<file path="config.mk">
export PLATFORM = sky130hd
export DESIGN_NAME = mem_arbiter
export DESIGN_NICKNAME = d
export VERILOG_FILES = /design/src/rtl/cpu_pkg.sv /design/src/rtl/rr_pick2.sv /design/src/rtl/mem_arbiter.sv
export SDC_FILE = /design/constraint.sdc
export NUM_CORES = 1
export LEC_CHECK = 0
export BUFFER_PORTS_ARGS = -buffer_cell sky130_fd_sc_hd__buf_2
export CAP_MARGIN = 10
export CORE_MARGIN = 1.5
export CORE_UTILIZATION = 25
export CTS_CLUSTER_SIZE = 14
export DETAILED_ROUTE_END_ITERATION = 8
export PLACE_DENSITY = 0.58
export REMOVE_ABC_BUFFERS = 1
export SYNTH_ARGS = -nofsm -noshare
export SYNTH_HDL_FRONTEND = slang
export SYNTH_SLANG_ARGS = --single-unit
</file>
<file path="constraint.sdc">
create_clock -name clk -period 2.4 [get_ports clk]
set_input_delay 0.48 -clock clk [delete_from_list [all_inputs] [get_ports clk]]
set_output_delay 0.48 -clock clk [all_outputs]
set_load 0.02 [all_outputs]
</file>
<file path="src/rtl/cpu_pkg.sv">
// Shared definitions for the memory arbiter: default widths, FSM state
// encoding and requester port identifiers.
package cpu_pkg;

  localparam int AW_DEF = 8;
  localparam int DW_DEF = 16;

  typedef enum logic {
    ARB    = 1'b0,
    LOCKED = 1'b1
  } arb_state_t;

  localparam logic PORT_CPU = 1'b0;
  localparam logic PORT_LDR = 1'b1;

endpackage

</file>
<file path="src/rtl/rr_pick2.sv">
// Combinational two-request round-robin selector. A lone requester always
// wins; on contention the requester that was not served last wins.
module rr_pick2
  import cpu_pkg::*;
(
  input  logic req0,
  input  logic req1,
  input  logic last,
  output logic gnt0,
  output logic gnt1
);

  // req0 is the CPU, req1 is the loader; last names the most recent winner.
  always_comb begin
    gnt0 = req0 & (~req1 | (last == PORT_LDR));
    gnt1 = req1 & (~req0 | (last == PORT_CPU));
  end

endmodule

</file>
<file path="src/rtl/mem_arbiter.sv">
// Shares one single-port synchronous memory between the CPU and the program
// loader. One access per cycle, round-robin on contention, an exclusive
// loader lock, and one-cycle read return tagged to the requester.
//
// Handshake: a requester raises req with we/addr/wdata stable and holds them
// until it sees gnt high in the same cycle; the access happens at the edge
// that ends that cycle. A granted read returns rvalid for exactly one cycle
// on the following cycle with rdata valid alongside it. Writes return nothing.
module mem_arbiter
  import cpu_pkg::*;
#(
  parameter int AW = AW_DEF,
  parameter int DW = DW_DEF
) (
  input  logic          clk,
  input  logic          reset,
  input  logic          c_req,
  input  logic          c_we,
  input  logic [AW-1:0] c_addr,
  input  logic [DW-1:0] c_wdata,
  output logic          c_gnt,
  output logic          c_rvalid,
  input  logic          l_req,
  input  logic          l_we,
  input  logic [AW-1:0] l_addr,
  input  logic [DW-1:0] l_wdata,
  input  logic          l_lock,
  output logic          l_gnt,
  output logic          l_rvalid,
  output logic [DW-1:0] rdata,
  output logic          mem_en,
  output logic          mem_we,
  output logic [AW-1:0] mem_addr,
  output logic [DW-1:0] mem_wdata,
  input  logic [DW-1:0] mem_rdata,
  output logic          locked
);

  arb_state_t    state_q, state_d;
  logic          last_q;
  logic          cpu_tag_q, ldr_tag_q;
  logic [DW-1:0] rdata_q;
  logic          pick_c, pick_l;
  logic          ret_valid;

  rr_pick2 u_pick (
    .req0 (c_req),
    .req1 (l_req),
    .last (last_q),
    .gnt0 (pick_c),
    .gnt1 (pick_l)
  );

  // FSM state register; reset abandons any lock.
  always_ff @(posedge clk or posedge reset) begin
    if (reset) state_q <= ARB;
    else       state_q <= state_d;
  end

  // Grant decision and next state. Reset forces grants low immediately.
  always_comb begin
    c_gnt   = 1'b0;
    l_gnt   = 1'b0;
    state_d = state_q;
    case (state_q)
      ARB: begin
        c_gnt = pick_c;
        l_gnt = pick_l;
        if (pick_l && l_lock) state_d = LOCKED;
      end
      LOCKED: begin
        l_gnt = l_req;
        if (!l_lock) state_d = ARB;
      end
      default: state_d = ARB;
    endcase
    if (reset) begin
      c_gnt = 1'b0;
      l_gnt = 1'b0;
    end
  end

  // Memory port mux: driven from the granted requester, all zero when idle.
  always_comb begin
    mem_en    = 1'b0;
    mem_we    = 1'b0;
    mem_addr  = '0;
    mem_wdata = '0;
    if (c_gnt) begin
      mem_en    = 1'b1;
      mem_we    = c_we;
      mem_addr  = c_addr;
      mem_wdata = c_wdata;
    end else if (l_gnt) begin
      mem_en    = 1'b1;
      mem_we    = l_we;
      mem_addr  = l_addr;
      mem_wdata = l_wdata;
    end
  end

  // Round-robin history: remembers which port took the latest grant.
  always_ff @(posedge clk or posedge reset) begin
    if (reset)               last_q <= PORT_LDR;
    else if (c_gnt || l_gnt) last_q <= l_gnt ? PORT_LDR : PORT_CPU;
  end

  // Read-return tag: marks which port owns the data arriving next cycle.
  always_ff @(posedge clk or posedge reset) begin
    if (reset) begin
      cpu_tag_q <= 1'b0;
      ldr_tag_q <= 1'b0;
    end else begin
      cpu_tag_q <= c_gnt & ~c_we;
      ldr_tag_q <= l_gnt & ~l_we;
    end
  end

  // Hold the most recently returned word so rdata stays put between reads.
  always_ff @(posedge clk or posedge reset) begin
    if (reset)          rdata_q <= '0;
    else if (ret_valid) rdata_q <= mem_rdata;
  end

  assign ret_valid = cpu_tag_q | ldr_tag_q;
  assign c_rvalid  = cpu_tag_q;
  assign l_rvalid  = ldr_tag_q;
  assign rdata     = ret_valid ? mem_rdata : rdata_q;
  assign locked    = (state_q == LOCKED);

endmodule
</file>
# --- Yosys cells after proc, flatten, opt, wreduce, memory -nomap -nowiden ---
# Cells that the tools add are included.
word_totals:
  regBits: 20
  in_bits: 71
  output_inout_bits: 47
  elab_cells: 36
op_classes:
  muxes: 16
  n_bitwise: 13
  reduce_logical: 2
ops:
  columns: ["op", "n"]
  rows:
  - ["$mux W16", 3]
  - ["$mux W8", 2]
  - ["$mux W1", 9]
  - ["$not A1 Y1", 6]
  - ["$and A1 B1 Y1", 4]
  - ["$pmux W1 S2", 2]
  - ["$or A1 B1 Y1", 3]
  - ["$logic_and A1 B1 Y1", 1]
  - ["$logic_or A1 B1 Y1", 1]

# --- Depth between registers and ports, before layout ---
depth:
  word_depth: 7
  depth_mapped: 4
  depth_no_buf: 2

# --- Hierarchy ---
# Synthesis repeated with hierarchy kept, for this count alone.
hier_totals:
  cells_unflattened: 88
  area_unflattened_um2: 1069.8
modules_own_cells:
  columns: ["mod", "instances", "cells_per_inst", "area_each_um2", "seq_area_each_um2"]
  rows:
  - ["mem_arbiter", 1, 85, 1051.0, 501.7]
  - ["rr_pick2", 1, 3, 18.8, 0.0]

# --- Worst setup path after synthesis ---
# No wires, ideal clock.
synth_path:
  path_type: "input to output"
  start: "input port reset"
  end: "output port mem_en"
  t_arrival_ns: 1.450
  required_time_ns: 1.920
  path_slack_ns: 0.470
  stages: 3
  n_path_buf: 1
  path_cell_list: "clkbuf_2 inv_1 a32o_1"
synth_between:
  elab_chain_len: 3
  elab_cells_between_ends: 4
  classes_between: "mux: 4"
synth_lines:
  columns: ["element", "line", "source"]
  rows:
  - ["from (decl)", "mem_arbiter.sv:16", "input logic reset,"]
  - ["$mux W1", "mem_arbiter.sv:77", "if (reset) begin"]
  - ["$mux W1", "mem_arbiter.sv:94", "end else if (l_gnt) begin"]
  - ["$mux W1 *", "mem_arbiter.sv:89", "if (c_gnt) begin"]
  - ["to (decl)", "mem_arbiter.sv:31", "output logic mem_en,"]
# Mark *: on every way between the ends. The rest lies on a longest branch, timed or not.

# --- Worst setup path in the final report ---
layout_path:
  start: "register last_q"
  end: "output port mem_wdata[9]"
layout_between:
  elab_chain_len: 7
  elab_cells_between_ends: 11
  classes_between: "mux: 6; bitwise: 5"
layout_lines:
  columns: ["element", "line", "source"]
  rows:
  - ["from (decl)", "mem_arbiter.sv:40", "logic last_q;"]
  - ["from (signal assigned)", "mem_arbiter.sv:105", "else if (c_gnt || l_gnt) last_q <= l_gnt ? PORT_LDR : PORT_CPU;"]
  - ["$not A1 Y1", "rr_pick2.sv:16", "gnt1 = req1 & (~req0 | (last == PORT_CPU));"]
  - ["$or A1 B1 Y1", "rr_pick2.sv:16", null]
  - ["$and A1 B1 Y1", "rr_pick2.sv:16", null]
  - ["$pmux W1 S2", "mem_arbiter.sv:65", "case (state_q)"]
  - ["$mux W1", "mem_arbiter.sv:77", null]
  - ["$mux W16", "mem_arbiter.sv:94", null]
  - ["$mux W16 *", "mem_arbiter.sv:89", null]
  - ["to (decl)", "mem_arbiter.sv:34", "output logic [DW-1:0] mem_wdata,"]
# Marks and branches as above.

==> results.cfg <==
[run_status]
result_of_the_run = finished, final reports clean

[yosys]
compound_gate_fraction_of_synth_area_pct = 20.3
synthTopCellsByArea = dfrtp_1, a32o_1, mux2_2, and3b_1, and3b_2
synth_cells = 114
synthesis.area_per_instance_um2 = 11.9
yosys.cell_types.count = 22
synth-xor-area-share_pct = 0
ys_seq_area_share_pct = 36.9
yosys.cell_count.top_type = a32o_1
synth_top_family_by_area = simple AND/OR/NAND/NOR gates
synth-edff-count = 0
post_synth_fa_ha_maj_area_fraction_pct = 0
synth_warnings = 0
synth_simple_gate_area_share_pct = 22.4
synth.ff_latch_count = 20
netlist_top_cells_count = a32o_1, dfrtp_1, mux2_2, and3b_1, and3b_2
postSynth.topFlopCell = dfrtp_1
ys_async_sr_fraction_pct = 100
netlist.top_cell.by_area = dfrtp_1
synth_mux_area_share_pct = 14.0
synthesis.area_um2 = 1360
netlist.area_leader.share_pct = 35.0

[clock_network]
clock_pin_slew_reported_for_the_worst_setup_and_hold_paths_after_clock_tree_synthesis_ps = 70
clock_latency_late_sink_ps = 250
holdBufCountCts = 0
cts_made_buffers = 3
cts.root.buffer_cell = clkbuf_8
htreeDepth = 1
post-cts-setup-buffers = 0
post_cts_resize_count = 0
numClockSinks = 20
tritoncts = yes
clk_path_buf_depth = 2

[global_routing]
grt_antenna_before_repair = 0
grt_max_degree = 29
globalRouteOverflowTotal = 0
grt_usage_pct = 13.2
first_global_vias = 1426
grt_pass1_wl_um = 6490

[floorplanning]
ioPinCount = 118
die-width_um = 76.7
fp-row-count = 26
floorplan.core_area_um2 = 5170
start_util_pct = 26.3
die_area_um2 = 5890
floorplan.die.height_um = 76.7

[routing]
post-route-drc-count = 0
num_vias = 1420
detail_route.wirelength_um = 4070
routed_via_density = 4.77
first_pass_iters = 4
drtAntennaViolNets = 0
drt_iter0_drc = 29
avg_wl_per_cell_um = 13.7

[placed_design]
dp_hpwl_um = 3180
number_of_port_buffers = 117
gpl.final_weighted_congestion = 0.702
instance_area_at_placement_um2 = 2020

[setup_path]
element_type_at_the_critical_path_start = register
worstPathRequired_ps = 1920
regToRegStartpoint = locked
critical_path.reg2reg.endpoint = l_rvalid
reg_to_reg_slack_setup_ps = 1110
ff2ff_path_depth = 3
setup.worst_path.class = register to output port
critPathMaxFanout = 22
cp-end-kind = output port
cp.arrival_ps = 1680

[timing]
hold_ws_ps = 409
timing_hold_violations_final = 0
setup-tns-final_ps = 0
final-setup-viol-count = 0
clock_skews_ps = 0.525
clock.fmax_ghz = 0.462
min_period_ps = 2160
number_of_max_slew_violations_in_the_final_report = 0
grt_setup_unrepaired = no
maxSlewHeadroom_pct = 74.7
post-route-period-util_pct = 90.1
slew_at_the_pin_closest_to_its_max_slew_limit_ps = 380

[job]
max-cap-violations = 0

[hold_path]
hold-path-cell-count = 2
hold_path_end = l_rvalid
hp-class = input pin to register
hold_path_startpoint = l_we

[cells_and_area]
final_layout_size_suffix_gt1_share_pct = 69.3
fin_area_um2 = 2060
synthToLayoutAreaGrowth_pct = 51.9
num_antenna_cells = 0
final.fill_count = 513
final_nets = 300

[power_and_ir_drop]
static-leakage-power_uw = 0.00113
vdd.ir_drop.worst_uv = 250
power.density_cell_area_nw_per_um2 = 581
[registers in the layout, indices dropped and copies added, names as in the netlist]
| register | cells |
|---|---|
| rdata_q | 16 |
| locked | 1 |
| l_rvalid | 1 |
| last_q | 1 |
| c_rvalid | 1 |
[final cells by class]
cell class | instances | area (um2) | area share (%)
Multi-Input combinational cell | 79 | 776 | 37.6
Timing Repair Buffer | 124 | 651 | 31.5
Sequential cell | 20 | 502 | 24.3
Tap cell | 70 | 87.6 | 4.24
Clock buffer | 4 | 45.0 | 2.18
Inverter | 1 | 3.75 | 0.182
[cell usage in the layout, fill, tap and decap left out]
cell type	synthesis	layout
a21boi_0	1	1
a32o_1	26	26
and2_1	1	1
and3b_1	15	15
and3b_2	11	11
buf_12	0	1
buf_2	5	117
buf_4	4	6
clkbuf_1	2	1
clkbuf_8	0	3
dfrtp_1	19	19
dfstp_2	1	1
inv_1	1	1
mux2_2	16	16
mux2i_1	1	1
nand2b_1	2	2
nand3b_2	1	1
nor2_2	1	1
nor2b_1	1	1
nor3b_1	1	1
nor3b_4	0	1
o21a_1	1	1
[worst max-delay path: stages (launching register included)]
cell,delay [ps]
dfstp_2,570
nand2b_1,310
buf_12,200
a32o_1,190
buf_2,160
[cell families after synthesis]
| family | count (synthesis) |
|---|---|
| and+or+nand+nor | 34 |
| DFF | 20 |
| AOI/OAI and AO/OA | 28 |
| muxes | 17 |
| buffers and inverters | 15 |
[per-stage QoR]
stage | utilization [%] | cells | total power [uW] | setup WS [ps]
after global placement | 39.0 | 294 | 983 | 393
after floorplan | - | 100 | 771 | 116
after global routing | 39.9 | 298 | 1280 | 137
final | 39.9 | 298 | 1200 | 237
after detailed placement | 39.0 | 294 | 992 | 379
after CTS | 39.9 | 298 | 1220 | 209
[per-layer routing]
| metal | vias to the layer above | share of wire (%) | wire (um) | track usage, % |
|---|---|---|---|---|
| met5 | - | 0 | 0 | 0 |
| met4 | 0 | 0.44 | 18 | 2.22 |
| met3 | 2 | 11 | 466 | 4.05 |
| met2 | 92 | 44 | 1770 | 22.3 |
| met1 | 646 | 45 | 1810 | 16.7 |
| li1 | 680 | - | - | - |
[worst max path at each step]
stage / from / depth (start not counted) / end / slack [ps]
4_1_cts: last_q / 4 / mem_wdata[9] / 210
5_1_grt: last_q / 4 / mem_wdata[9] / 140
2_1_floorplan: locked / 2 / mem_addr[0] / 120
3_3_place_gp: reset / 5 / mem_addr[7] / 390
3_5_place_dp: reset / 5 / mem_wdata[11] / 380
6_report: last_q / 4 / mem_wdata[9] / 240
[power breakdown]
part | total (uW) | internal, uW | switching [uW] | leakage, uW
clock network | 218 | 118 | 99.8 | 0.0000228
logic | 547 | 236 | 311 | 0.000874
registers | 435 | 414 | 21.8 | 0.000237
total | 1200 | 767 | 432 | 0.00113
(Power assumes the default switching activity.)
